## src/rtl/prog_loader_pkg.sv

```systemverilog
// Shared picoMIPS configuration: opcode set, instruction layout
// and the program-loader state encoding.
package cpuConfig;

   localparam int O_W = 6;
   localparam int R_W = 3;
   localparam int D_W = 8;

   typedef enum logic [O_W-1:0] {
      OP_NOP   = 6'h00,
      OP_ADD   = 6'h01,
      OP_ADDI  = 6'h02,
      OP_SUB   = 6'h03,
      OP_SUBI  = 6'h04,
      OP_MUL   = 6'h05,
      OP_MULI  = 6'h06,
      OP_LDI   = 6'h07,
      OP_MOV   = 6'h08,
      OP_BEQ   = 6'h09,
      OP_BNE   = 6'h0A,
      OP_WAIT0 = 6'h0B,
      OP_WAIT1 = 6'h0C,
      OP_JMP   = 6'h0D
   } opCode_t;

   typedef struct packed {
      opCode_t          op;
      logic [R_W-1:0]   rd;
      logic [R_W-1:0]   rs;
      logic [D_W-1:0]   imm;
   } instr_t;

   typedef enum logic [1:0] {
      IDLE = 2'd0,
      LOAD = 2'd1,
      FULL = 2'd2
   } loadState_t;

endpackage

```

## src/rtl/prog_loader_if.sv

```systemverilog
// Instruction-stream input and program-memory write side of the
// loader, plus CPU hold and status flags.
interface prog_loader_if #(
   parameter int O_SIZE  = 6,
   parameter int R_SIZE  = 3,
   parameter int D_SIZE  = 8,
   parameter int PA_SIZE = 5
);

   localparam int W_SIZE = O_SIZE + 2*R_SIZE + D_SIZE;

   logic                loadStart;
   logic                inValid;
   logic                inReady;
   logic [O_SIZE-1:0]   inOp;
   logic [R_SIZE-1:0]   inRd;
   logic [R_SIZE-1:0]   inRs;
   logic [D_SIZE-1:0]   inImm;
   logic                inLast;
   logic                progWe;
   logic [PA_SIZE-1:0]  progAddr;
   logic [W_SIZE-1:0]   progData;
   logic                cpuHold;
   logic                done;
   logic                errIllegal;
   logic                errOverflow;
   logic [PA_SIZE:0]    loadedCount;

   modport master (
      output loadStart, inValid, inOp, inRd, inRs, inImm, inLast,
      input  inReady, progWe, progAddr, progData, cpuHold,
      input  done, errIllegal, errOverflow, loadedCount
   );

   modport slave (
      input  loadStart, inValid, inOp, inRd, inRs, inImm, inLast,
      output inReady, progWe, progAddr, progData, cpuHold,
      output done, errIllegal, errOverflow, loadedCount
   );

endinterface

```

## src/rtl/prog_loader_enc.sv

```systemverilog
// Packs instruction fields MSB-first into {op, rd, rs, imm} and
// flags whether the opcode belongs to the legal opcode set.
module instr_encoder
   import cpuConfig::*;
#(
   parameter int O_SIZE = 6,
   parameter int R_SIZE = 3,
   parameter int D_SIZE = 8
) (
   input  logic [O_SIZE-1:0]               op_i,
   input  logic [R_SIZE-1:0]               rd_i,
   input  logic [R_SIZE-1:0]               rs_i,
   input  logic [D_SIZE-1:0]               imm_i,
   output logic [O_SIZE+2*R_SIZE+D_SIZE-1:0] word_o,
   output logic                            isLegal
);

   assign word_o = {op_i, rd_i, rs_i, imm_i};

   // Opcode legality: only enumerated opcodes may reach memory
   always_comb begin
      isLegal = 1'b0;
      unique case (op_i)
         O_SIZE'(OP_NOP),
         O_SIZE'(OP_ADD),
         O_SIZE'(OP_ADDI),
         O_SIZE'(OP_SUB),
         O_SIZE'(OP_SUBI),
         O_SIZE'(OP_MUL),
         O_SIZE'(OP_MULI),
         O_SIZE'(OP_LDI),
         O_SIZE'(OP_MOV),
         O_SIZE'(OP_BEQ),
         O_SIZE'(OP_BNE),
         O_SIZE'(OP_WAIT0),
         O_SIZE'(OP_WAIT1),
         O_SIZE'(OP_JMP): isLegal = 1'b1;
         default:         isLegal = 1'b0;
      endcase
   end

endmodule

```

## src/rtl/prog_loader.sv

```systemverilog
// Program-memory writer: accepts instruction words, drops illegal
// ones, writes legal ones to sequential addresses, holds the CPU.
module prog_loader
   import cpuConfig::*;
#(
   parameter int O_SIZE  = 6,
   parameter int R_SIZE  = 3,
   parameter int D_SIZE  = 8,
   parameter int PA_SIZE = 5
) (
   input  logic       clk,
   input  logic       reset,
   prog_loader_if.slave bus
);

   localparam int W_SIZE = O_SIZE + 2*R_SIZE + D_SIZE;
   localparam logic [PA_SIZE:0] CNT_MAX = (PA_SIZE+1)'(2**PA_SIZE);

   loadState_t          state_q, state_d;
   logic [PA_SIZE-1:0]  wrAddr_q, wrAddr_d;
   logic [PA_SIZE:0]    cnt_q, cnt_d;
   logic                we_q, we_d;
   logic [PA_SIZE-1:0]  addr_q, addr_d;
   logic [W_SIZE-1:0]   data_q, data_d;
   logic                hold_q, hold_d;
   logic                done_q, done_d;
   logic                errIll_q, errIll_d;
   logic                errOvf_q, errOvf_d;
   logic                fin_q, fin_d;
   logic                ovfPend_q, ovfPend_d;

   logic                inReady;
   logic                accept;
   logic                isLegal;
   logic [W_SIZE-1:0]   word;

   instr_encoder #(
      .O_SIZE (O_SIZE),
      .R_SIZE (R_SIZE),
      .D_SIZE (D_SIZE)
   ) u_enc (
      .op_i    (bus.inOp),
      .rd_i    (bus.inRd),
      .rs_i    (bus.inRs),
      .imm_i   (bus.inImm),
      .word_o  (word),
      .isLegal (isLegal)
   );

   assign inReady = (state_q == LOAD) && !bus.loadStart;
   assign accept  = bus.inValid && inReady;

   // Next state, write stage and status flags
   always_comb begin
      state_d   = state_q;
      wrAddr_d  = wrAddr_q;
      cnt_d     = cnt_q;
      we_d      = 1'b0;
      addr_d    = addr_q;
      data_d    = data_q;
      hold_d    = hold_q;
      done_d    = done_q;
      errIll_d  = errIll_q;
      errOvf_d  = errOvf_q;
      fin_d     = 1'b0;
      ovfPend_d = 1'b0;

      // a write cycle just ended: count it
      if (we_q && (cnt_q != CNT_MAX)) begin
         cnt_d = cnt_q + 1'b1;
      end

      // final word's write cycle just ended: release the CPU
      if (fin_q) begin
         hold_d = 1'b0;
         done_d = 1'b1;
      end

      // top-address write just ended without a last marker
      if (ovfPend_q) begin
         errOvf_d = 1'b1;
      end

      unique case (state_q)
         IDLE: ;
         LOAD: begin
            if (accept) begin
               if (isLegal) begin
                  we_d     = 1'b1;
                  addr_d   = wrAddr_q;
                  data_d   = word;
                  wrAddr_d = wrAddr_q + 1'b1;
                  if (!bus.inLast && (&wrAddr_q)) begin
                     state_d   = FULL;
                     ovfPend_d = 1'b1;
                  end
               end else begin
                  errIll_d = 1'b1;
               end
               if (bus.inLast) begin
                  state_d = IDLE;
                  fin_d   = 1'b1;
               end
            end
         end
         FULL: ;
         default: state_d = IDLE;
      endcase

      // restart wins over everything except an in-flight write
      if (bus.loadStart) begin
         state_d   = LOAD;
         wrAddr_d  = '0;
         cnt_d     = '0;
         hold_d    = 1'b1;
         done_d    = 1'b0;
         errIll_d  = 1'b0;
         errOvf_d  = 1'b0;
         fin_d     = 1'b0;
         ovfPend_d = 1'b0;
      end
   end

   // State and output registers with synchronous reset
   always_ff @(posedge clk) begin
      if (reset) begin
         state_q   <= IDLE;
         wrAddr_q  <= '0;
         cnt_q     <= '0;
         we_q      <= 1'b0;
         addr_q    <= '0;
         data_q    <= '0;
         hold_q    <= 1'b0;
         done_q    <= 1'b0;
         errIll_q  <= 1'b0;
         errOvf_q  <= 1'b0;
         fin_q     <= 1'b0;
         ovfPend_q <= 1'b0;
      end else begin
         state_q   <= state_d;
         wrAddr_q  <= wrAddr_d;
         cnt_q     <= cnt_d;
         we_q      <= we_d;
         addr_q    <= addr_d;
         data_q    <= data_d;
         hold_q    <= hold_d;
         done_q    <= done_d;
         errIll_q  <= errIll_d;
         errOvf_q  <= errOvf_d;
         fin_q     <= fin_d;
         ovfPend_q <= ovfPend_d;
      end
   end

   assign bus.inReady     = inReady;
   assign bus.progWe      = we_q;
   assign bus.progAddr    = addr_q;
   assign bus.progData    = data_q;
   assign bus.cpuHold     = hold_q;
   assign bus.done        = done_q;
   assign bus.errIllegal  = errIll_q;
   assign bus.errOverflow = errOvf_q;
   assign bus.loadedCount = cnt_q;

endmodule
```

## src/flat_wrapper.sv

```systemverilog
// flat-port wrapper written by rule: the top's interface ports become plain ports
module prog_loader_flat import cpuConfig::*;
#(
   parameter int O_SIZE  = 6,
   parameter int R_SIZE  = 3,
   parameter int D_SIZE  = 8,
   parameter int PA_SIZE = 5
)
  (clk, reset, bus_loadStart, bus_inValid, bus_inOp, bus_inRd, bus_inRs, bus_inImm, bus_inLast, bus_inReady, bus_progWe, bus_progAddr, bus_progData, bus_cpuHold, bus_done, bus_errIllegal, bus_errOverflow, bus_loadedCount);
  prog_loader_if #(.O_SIZE(O_SIZE), .R_SIZE(R_SIZE), .D_SIZE(D_SIZE), .PA_SIZE(PA_SIZE)) bus_i ();
  input  logic clk;
  input  logic reset;
  input wire logic [$bits(bus_i.loadStart)-1:0] bus_loadStart;
  input wire logic [$bits(bus_i.inValid)-1:0] bus_inValid;
  input wire logic [$bits(bus_i.inOp)-1:0] bus_inOp;
  input wire logic [$bits(bus_i.inRd)-1:0] bus_inRd;
  input wire logic [$bits(bus_i.inRs)-1:0] bus_inRs;
  input wire logic [$bits(bus_i.inImm)-1:0] bus_inImm;
  input wire logic [$bits(bus_i.inLast)-1:0] bus_inLast;
  output wire logic [$bits(bus_i.inReady)-1:0] bus_inReady;
  output wire logic [$bits(bus_i.progWe)-1:0] bus_progWe;
  output wire logic [$bits(bus_i.progAddr)-1:0] bus_progAddr;
  output wire logic [$bits(bus_i.progData)-1:0] bus_progData;
  output wire logic [$bits(bus_i.cpuHold)-1:0] bus_cpuHold;
  output wire logic [$bits(bus_i.done)-1:0] bus_done;
  output wire logic [$bits(bus_i.errIllegal)-1:0] bus_errIllegal;
  output wire logic [$bits(bus_i.errOverflow)-1:0] bus_errOverflow;
  output wire logic [$bits(bus_i.loadedCount)-1:0] bus_loadedCount;
  assign bus_i.loadStart = bus_loadStart;
  assign bus_i.inValid = bus_inValid;
  assign bus_i.inOp = bus_inOp;
  assign bus_i.inRd = bus_inRd;
  assign bus_i.inRs = bus_inRs;
  assign bus_i.inImm = bus_inImm;
  assign bus_i.inLast = bus_inLast;
  assign bus_inReady = bus_i.inReady;
  assign bus_progWe = bus_i.progWe;
  assign bus_progAddr = bus_i.progAddr;
  assign bus_progData = bus_i.progData;
  assign bus_cpuHold = bus_i.cpuHold;
  assign bus_done = bus_i.done;
  assign bus_errIllegal = bus_i.errIllegal;
  assign bus_errOverflow = bus_i.errOverflow;
  assign bus_loadedCount = bus_i.loadedCount;
  prog_loader #(.O_SIZE(O_SIZE), .R_SIZE(R_SIZE), .D_SIZE(D_SIZE), .PA_SIZE(PA_SIZE)) u_core (.clk(clk), .reset(reset), .bus(bus_i));
endmodule
```

## config.mk

```make
export PLATFORM = sky130hd
export DESIGN_NAME = prog_loader_flat
export DESIGN_NICKNAME = d
export VERILOG_FILES = /design/src/rtl/prog_loader_pkg.sv /design/src/rtl/prog_loader_if.sv /design/src/rtl/prog_loader_enc.sv /design/src/rtl/prog_loader.sv /design/src/flat_wrapper.sv
export SDC_FILE = /design/constraint.sdc
export NUM_CORES = 1
export LEC_CHECK = 0
export BUFFER_PORTS_ARGS = -buffer_cell sky130_fd_sc_hd__buf_2
export CORE_MARGIN = 5
export CORE_UTILIZATION = 40
export CTS_CLUSTER_SIZE = 20
export DETAILED_ROUTE_END_ITERATION = 6
export HOLD_SLACK_MARGIN = 0.06
export PLACE_DENSITY = 0.71
export SETUP_SLACK_MARGIN = 0.1
export SLEW_MARGIN = 20
export SYNTH_ARGS = -nofsm -noshare
export SYNTH_HDL_FRONTEND = slang
export SYNTH_HIERARCHICAL = 1
export SYNTH_SLANG_ARGS = --single-unit
```

## constraint.sdc

```tcl
create_clock -name clk -period 1.4 [get_ports clk]
set_input_delay 0.07 -clock clk [delete_from_list [all_inputs] [get_ports clk]]
set_output_delay 0.07 -clock clk [all_outputs]
set_load 0.03 [all_outputs]
```

# Word level (Yosys, flattened, before mapping)
# Memory sizes are Yosys's and may differ from the RTL's.
# Index checks and enable logic that the tools add are counted.
# totals
register_bits	45
latchBits	0
mem_bits_rw	0
romBits	16
inputBits	25
elab_cells	61
mem_count	1
# mem_list
memory	depth	word_bits	read_ports	rd_ports_with_merged_regs	write_ports	line	rtl
(no name shown)	16	1	1	0	0	prog_loader_enc.sv:23	unique case (op_i)
# op_classes
add_sub_neg	2
mul	0
n_div	0
n_lt_le_gt_ge	0
n_eq_ne	10
n_shift	0
mux	12
bitwise_logic	4
n_reduce_logical	19
# ops
cell	n
$mux 2	4
$reduce_and 4->1	2
$mux 1	7
$add 6x1->6 const B	1
$ne 3x2->1 const B	2
$ne 6x6->1 const B	1
$reduce_and 3->1	2
$add 5x1->5 const B	1
$reduce_and 5->1	1
$reduce_or 5->1	1
$logic_and 1x1->1	4
$logic_not 2->1	2
$ne 2x1->1 const B	2
$ne 4x3->1 const B	1
$ne 4x4->1 const B	1
$not 1->1	4
$pmux 2 s2	1
$reduce_or 2->1	2
$reduce_or 4->1	1
$ne 3x3->1 const B	1
$reduce_or 3->1	1
$eq 2x1->1 const B	1
$eq 2x2->1 const B	1
$logic_not 1->1	2
$reduce_bool 2->1	1

# Logic depth before layout (Yosys ltp)
# Gate-level depths: netlist (run 1).
# depth
depth_word	8
ltp_mapped	6
depth_no_buf	6

# Cells and area by module
# The synthesis (run 1) kept the hierarchy.
# by_module_without_submodules
mod	instances	cells_per_inst	area_each_um2	seq_area_each_um2
prog_loader	1	211	1806.7	900.9
instr_encoder	1	21	158.9	0.0

# Worst setup path after synthesis (run 1)
# Ideal clock, no wire load.
# synth_timing
kind	reg2reg
start	register u_core.cnt_q[0], in the netlist u_core/bus.loadedCount[0]
end	register u_core.cnt_q[0], in the netlist u_core/bus.loadedCount[0]
setup_time_ps	120
t_arrival_ps	1205
setup_slack_ps	74
path_stages_with_launch	6
path_buffers	0
synth_period_minus_slack_ps	1326
cell_sequence	dfxtp_1 > inv_1 > ha_1 > nand2_1 > o41a_1 > mux2i_1
# synth_via
elab_chain_cells	2
# synth_lines
element	line	rtl
start, declared	prog_loader.sv:21	logic [PA_SIZE:0] cnt_q, cnt_d;
start signal, assigned	prog_loader.sv:142	cnt_q <= cnt_d;
parallel branches: the longest is 2 deep, another holds $add 6x1->6	--	
# Several ways; the timed one is not identified.
# A chain may end at the register's enable or synchronous reset.

# Final worst setup path (run 1)
# layout_timing
start	register u_core.wrAddr_q[1]
end	register u_core.state_q[1]
# layout_via
elab_chain_cells	4
# layout_lines
element	line	rtl
start, declared	prog_loader.sv:20	logic [PA_SIZE-1:0] wrAddr_q, wrAddr_d;
start signal, assigned	prog_loader.sv:141	wrAddr_q <= wrAddr_d;
$reduce_and 5->1	prog_loader.sv:93	if (!bus.inLast && (&wrAddr_q)) begin
$logic_and 1x1->1	prog_loader.sv:93	
$ne 3x3->1 (no source line)	--	
$reduce_and 4->1 (no source line)	--	
end signal, assigned	prog_loader.sv:140	state_q <= state_d;
end, declared	prog_loader.sv:19	loadState_t state_q, state_d;
# No other way between the ends.

==> impl_metrics.ini, run 1 <==
[cts]
root_buffer = clkbuf_8
h-tree-depth = 2
clkSlewWorstSetupHoldPaths_ns = 0.08
clk_latency_ns = 0.29
cts_tree = built
cts_max_path_buffers = 2
numCtsBuffers = 5
clock_sinks = 45

[synthesis]
synth_mux_area_share_pct = 1.02
synth_xor_area_share_pct = 1.34
ys_warn_count = 6
synthSimpleGateAreaFrac_pct = 17.8
synthCells = 232
yosys.area.top_type = dfxtp_1
yosysTopAreaCellShare_pct = 45.8
postSynth.asyncResetShare_pct = 0
synth_area_leaders = dfxtp_1, buf_4, a21oi_1, o21ai_0, nand3_1
synth_fa_ha_area_share_pct = 2.55
ys_ff_latch = 45
ys_seq_area_share_pct = 45.8
synth_compound_area_share_pct = 18.7
synthTopCellsByCount = dfxtp_1, a21oi_1, o21ai_0
synth.distinct_cells = 31
syn_area_sq_um = 1970
synth_top_family_by_area = compound AO/OA/AOI/OAI gates
synth_ff_type = dfxtp_1
avgSynthCellArea_sq_um = 8.47
synth.most_common_cell = dfxtp_1
syn_nets = 261
synth-edff-count = 0

[sta]
finalCritPeriodShare_pct = 91.8
worstMarginPinSlew_ns = 0.546
setup_slack_ns = 0.115
finClkSkew_ns = 0.00640
whs_ns = 0.0788
hold_violations = 0
maxSlewHeadroom_pct = 63.1
setup_tns_ns = 0
max_freq_mhz = 778
finalMaxSlewViolations = 0
finalCriticalPeriod_ns = 1.29
setup_viol = 0
grt_setup_unrepaired = yes

[layout]
utilization_pct = 55.0
drive_above_1_share_pct = 33.2
syn2layout_area_growth_pct = 33.1
diodes = 0
finalNonFillerCells = 365
fin_area_sq_um = 2620
nNetsFinal = 326

[place]
hpwl_microns = 3260
dpl_cell_area_sq_um = 2250
place_inst = 335
routabilityCongestion = 0.736
preCtsSetupSlack_ns = 0.0552
io_buffers = 61

[floorplan]
die_w_microns = 80.1
core_region_area_sq_um = 4750
rows = 25
initial_utilization_pct = 41.3
dieArea_sq_um = 6420
die_y_microns = 80.1
boundaryPins = 62

[routing]
drt_iter0_markers = 132
via_per_inst = 5.08
ant_nets = 0
via_count = 1854
remaining_drc_errors = 0
wire_per_inst_microns = 13.8
first_pass_iters = 4
drt_wl_total_microns = 5050

[power]
comb_power_share_pct = 10.5
pwr-share-clk_pct = 33.3
p_per_area_nw_per_um2 = 883
p_seq_share_pct = 56.2
vdd_drop_max_mv = 0.483
p_leak_nw = 1.06
netSwitchingFraction_pct = 24.2
intPower_mw = 1.75
p_total_mw = 2.31
power.switching_mw = 0.560

[global_routing]
grt_overflow = 0
grt_pass1_wl_microns = 8210
grt_pass1_vias = 1817
grt_max_degree = 29
antenna_found_initial = 0
gr-usage-all-layers_pct = 16.1

[worst_setup_path]
crit_path_start_kind = flop
crit_type = flop to flop
critical_path_required_ns = 1.59
endpoint_kind = flop
cp.arrival_ns = 1.48
cp_max_fo = 2
r2r_cells = 6

[hold_path]
hp-class = input port to flop
min_delay_path_depth = 2

[run]
cap_violations = 0

[run_status]
status = finished, final reports clean
## state kept, by name (all words and copies together) (netlist names)
signal / flops
u_core/bus.errOverflow: 1
u_core/wrAddr_q: 5
u_core/bus.loadedCount: 6
u_core/bus.progWe: 1
u_core/fin_q: 1
u_core/bus.errIllegal: 1
u_core/bus.progAddr: 5
u_core/bus.done: 1
u_core/bus.progData: 20
u_core/ovfPend_q: 1
u_core/state_q: 2
u_core/bus.cpuHold: 1
## worst paths after layout
path                            endpoint  slack (ns)          startpoint
setup / recovery       u_core/state_q[1]        0.11  u_core/wrAddr_q[1]
hold / removal         u_core/state_q[0]        0.08               reset
setup reg to reg       u_core/state_q[1]        0.11  u_core/wrAddr_q[1]
hold reg to reg   u_core/bus.errOverflow        0.44    u_core/ovfPend_q
## per-layer routing
layer	global-route usage, %	share of wire, %	vias to the layer above
li1	-	-	927
met1	19.6	44	862
met2	26.7	48	48
met3	3.92	4.1	17
met4	7.26	3.5	0
met5	0	0	-
## cells by family after synthesis
family / count (synthesis)
xor+xnor: 3
compound gates: 69
mux: 2
simple gates: 68
buf+inv: 41
flops: 45
fa+ha+maj: 4
## placed cells by master (no fill, tap or decap), drive strengths merged
master / netlist / final
a311oi: 2 / 2
o211a: 1 / 1
nand4bb: 1 / 1
nand2: 10 / 10
and4bb: 1 / 1
nand2b: 1 / 1
ha: 4 / 4
or2: 1 / 1
nor4b: 1 / 1
nor2: 12 / 12
dfxtp: 45 / 45
mux2i: 2 / 2
clkinvlp: 0 / 1
nor3b: 2 / 2
o21bai: 1 / 1
nor3: 2 / 2
nand3: 27 / 27
o41a: 1 / 1
dlygate4sd3: 0 / 19
buf: 30 / 76
and3: 1 / 1
inv: 4 / 4
or3: 3 / 3
nand4: 3 / 3
a31oi: 1 / 1
nor4: 3 / 3
clkbuf: 7 / 7
a21oi: 32 / 32
o21ai: 31 / 31
xor2: 3 / 3
## power by group through the flow
stage                     combinational (mW)  clock [mW]  sequential (mW)
after floorplan                        0.125           0             1.34
after global placement                 0.192           0             1.33
after detailed placement               0.193           0             1.33
after CTS                              0.234       0.805             1.30
after global routing                   0.263       0.862             1.30
final                                  0.243       0.770             1.30
## critical path, cell delays in order, from the launching register on
cell and delay, ns:
dfxtp_2 0.34, ha_4 0.15, and3_4 0.18, ha_4 0.16, nand2_4 0.06, a31oi_2 0.08
o211a_1 0.21
## cell type report
cell class,count,area [sq um]
clock buffer,7,76.3
clock inverter,1,7.51
fill,450,2140
inverter,4,15.0
multi-input combinational,146,898
sequential,45,911
tap,67,83.8
timing repair buffer,95,624
## repair_timing
item | 4_1_cts | 5_1_grt
resized for setup | 6 | 8
hold endpoints to repair | 19 | 0
setup buffers | 2 | 1
pin swaps | 4 | 1
endpoints found under the setup margin | 3 | 33
hold buffers | 19 | 0
No activity file was read; power rests on OpenSTA's default activity.
==> run 2: changes to the inputs <==
Settings changed: CORE_MARGIN 5 to 2.
==> run 2 against run 1 <==
  * Die area is 14% lower
  * Final area increased by 5.7%
  * Wire length is 6.0% higher
  * Combinational power increased by 14%
  * Hold slack worse by 0.016 ns
  * Clock-buffer cell count fell by 1
  * Final cell count grew 1.6%
==> impl_metrics.ini, run 2 (same netlist as run 1, synthesis figures left out) <==
[run_status]
status = finished, final reports clean

[worst_setup_path]
crit_type = flop to flop
r2r_slack_ns = 0.08
crit_path_start_kind = flop
r2r_cells = 5
r2r-start = u_core/state_q[1]
cp.arrival_ns = 1.55
critical_path_required_ns = 1.63
crit_start = u_core/state_q[1]
cp_max_fo = 7
endpoint_kind = flop
r2r_end = u_core/bus.progAddr[3]
cp-endpoint = u_core/bus.progAddr[3]

[sta]
finalCritPeriodShare_pct = 94.6
worstMarginPinSlew_ns = 0.388
maxSlewHeadroom_pct = 74.0
max_freq_mhz = 755
setup_viol = 0
finClkSkew_ns = 0.00804
finalCriticalPeriod_ns = 1.32
hold_violations = 0
setup_tns_ns = 0
finalMaxSlewViolations = 0
setup_slack_ns = 0.0752
grt_setup_unrepaired = yes

[place]
preCtsSetupSlack_ns = 0.0601
hpwl_microns = 3070
place_inst = 339
io_buffers = 61
routabilityCongestion = 0.768

[routing]
via_count = 1907
drt_wl_total_microns = 5360
via_per_inst = 5.14
remaining_drc_errors = 0
drt_iter0_markers = 85
ant_nets = 0
wire_per_inst_microns = 14.4
first_pass_iters = 4

[layout]
multi_input_area_sq_um = 915
syn2layout_area_growth_pct = 40.7
final_cell_mix = buf_2, dfxtp_1, o21ai_0, a21oi_1, nand3_1
largest_reg_flops = 20
ff_latch_area_sq_um = 911
n_fill_cell = 420
drive_above_1_share_pct = 38.2
utilization_pct = 58.6
diodes = 0
final_common_cell = buf_2
nNetsFinal = 332
finalNonFillerCells = 371

[cts]
cts_tree = built
clkSlewWorstSetupHoldPaths_ns = 0.09
h-tree-depth = 2
cts_max_path_buffers = 2
clock_sinks = 45
numCtsBuffers = 5
clk_latency_ns = 0.30
root_buffer = clkbuf_8

[global_routing]
antenna_found_initial = 0
gr-usage-all-layers_pct = 17.7
grt_pass1_vias = 1673
grt_overflow = 0
grt_max_degree = 29
grt_pass1_wl_microns = 7580

[floorplan]
boundaryPins = 62
die_w_microns = 74.1
core_region_area_sq_um = 4720
initial_utilization_pct = 41.6
dieArea_sq_um = 5490
die_y_microns = 74.1
rows = 25

[hold_path]
hp-class = input port to flop
worstHoldStart = bus_inOp[5]

[power]
p_per_area_nw_per_um2 = 942
p_total_mw = 2.61
p_leak_nw = 1.11
vdd_drop_max_mv = 0.576

[run]
cap_violations = 0
==> run 2: cell count changes in the layout (fill, tap and decap cells not counted), moves of 2 or more <==
cell,before,now
a21oi_1,32,24
a21oi_2,0,8
buf_4,13,15
buf_6,1,3
clkbuf_1,2,0
clkbuf_16,0,2
ha_2,0,2
ha_4,2,0
nand3_1,27,22
nand3_2,0,5
==> run 2: power breakdown <==
part	switching, mW	internal (mW)	total, mW
logic	0.147	0.129	0.276
registers	0.00738	1.29	1.30
clock network	0.453	0.581	1.03
total	0.607	2.00	2.61
==> run 2: final cells by class <==
class                           instances  area share [%]
Inverter                                4           0.543
Multi-Input combinational cell        146            33.1
Clock inverter                          2            1.36
Timing Repair Buffer                  101            26.1
Clock buffer                            6            2.99
Sequential cell                        45            32.9
Tap cell                               67            3.03
==> run 2: worst min-delay path by stage <==
stage / endpoint / slack [ns] / cells after the start
5_1_grt: u_core/bus.progData[19] / 0.07 / 3
2_1_floorplan: u_core/bus.cpuHold / 0.19 / 2
4_1_cts: u_core/fin_q / 0.06 / 2
3_3_place_gp: u_core/bus.progData[6] / 0.32 / 3
3_5_place_dp: u_core/bus.progData[0] / 0.33 / 3
6_report: u_core/bus.progData[19] / 0.06 / 3
==> run 2: worst max-delay path, cell delays in order (launching register included) <==
cell	delay, ns
dfxtp_2	0.34
buf_6	0.12
and4bb_4	0.38
clkbuf_16	0.18
nand3_1	0.08
a21oi_1	0.16
==> run 2: timing repair <==
action / 4_1_cts / 5_1_grt
gates cloned: 0 / 3
hold endpoints to repair: 19 / 0
resized for setup: 3 / 23
setup buffers: 1 / 1
pin swaps: 2 / 7
endpoints found under the setup margin: 4 / 24
hold buffers: 19 / 0
==> run 2: per-layer routing <==
metal / vias up / routed length [microns] / GRT usage [%]
met5: - / 0 / 0
met4: 0 / 129 / 7.47
met3: 10 / 256 / 3.25
met2: 55 / 2700 / 29.3
met1: 904 / 2270 / 22.6
li1: 938 / - / -
==> run 2: per-stage QoR <==
step | hold slack, ns | instance area [sq um]
after floorplan | 0.187 | 1970
after global placement | 0.324 | 2280
after detailed placement | 0.329 | 2280
after CTS | 0.0650 | 2610
after global routing | 0.0708 | 2770
final | 0.0628 | 2770
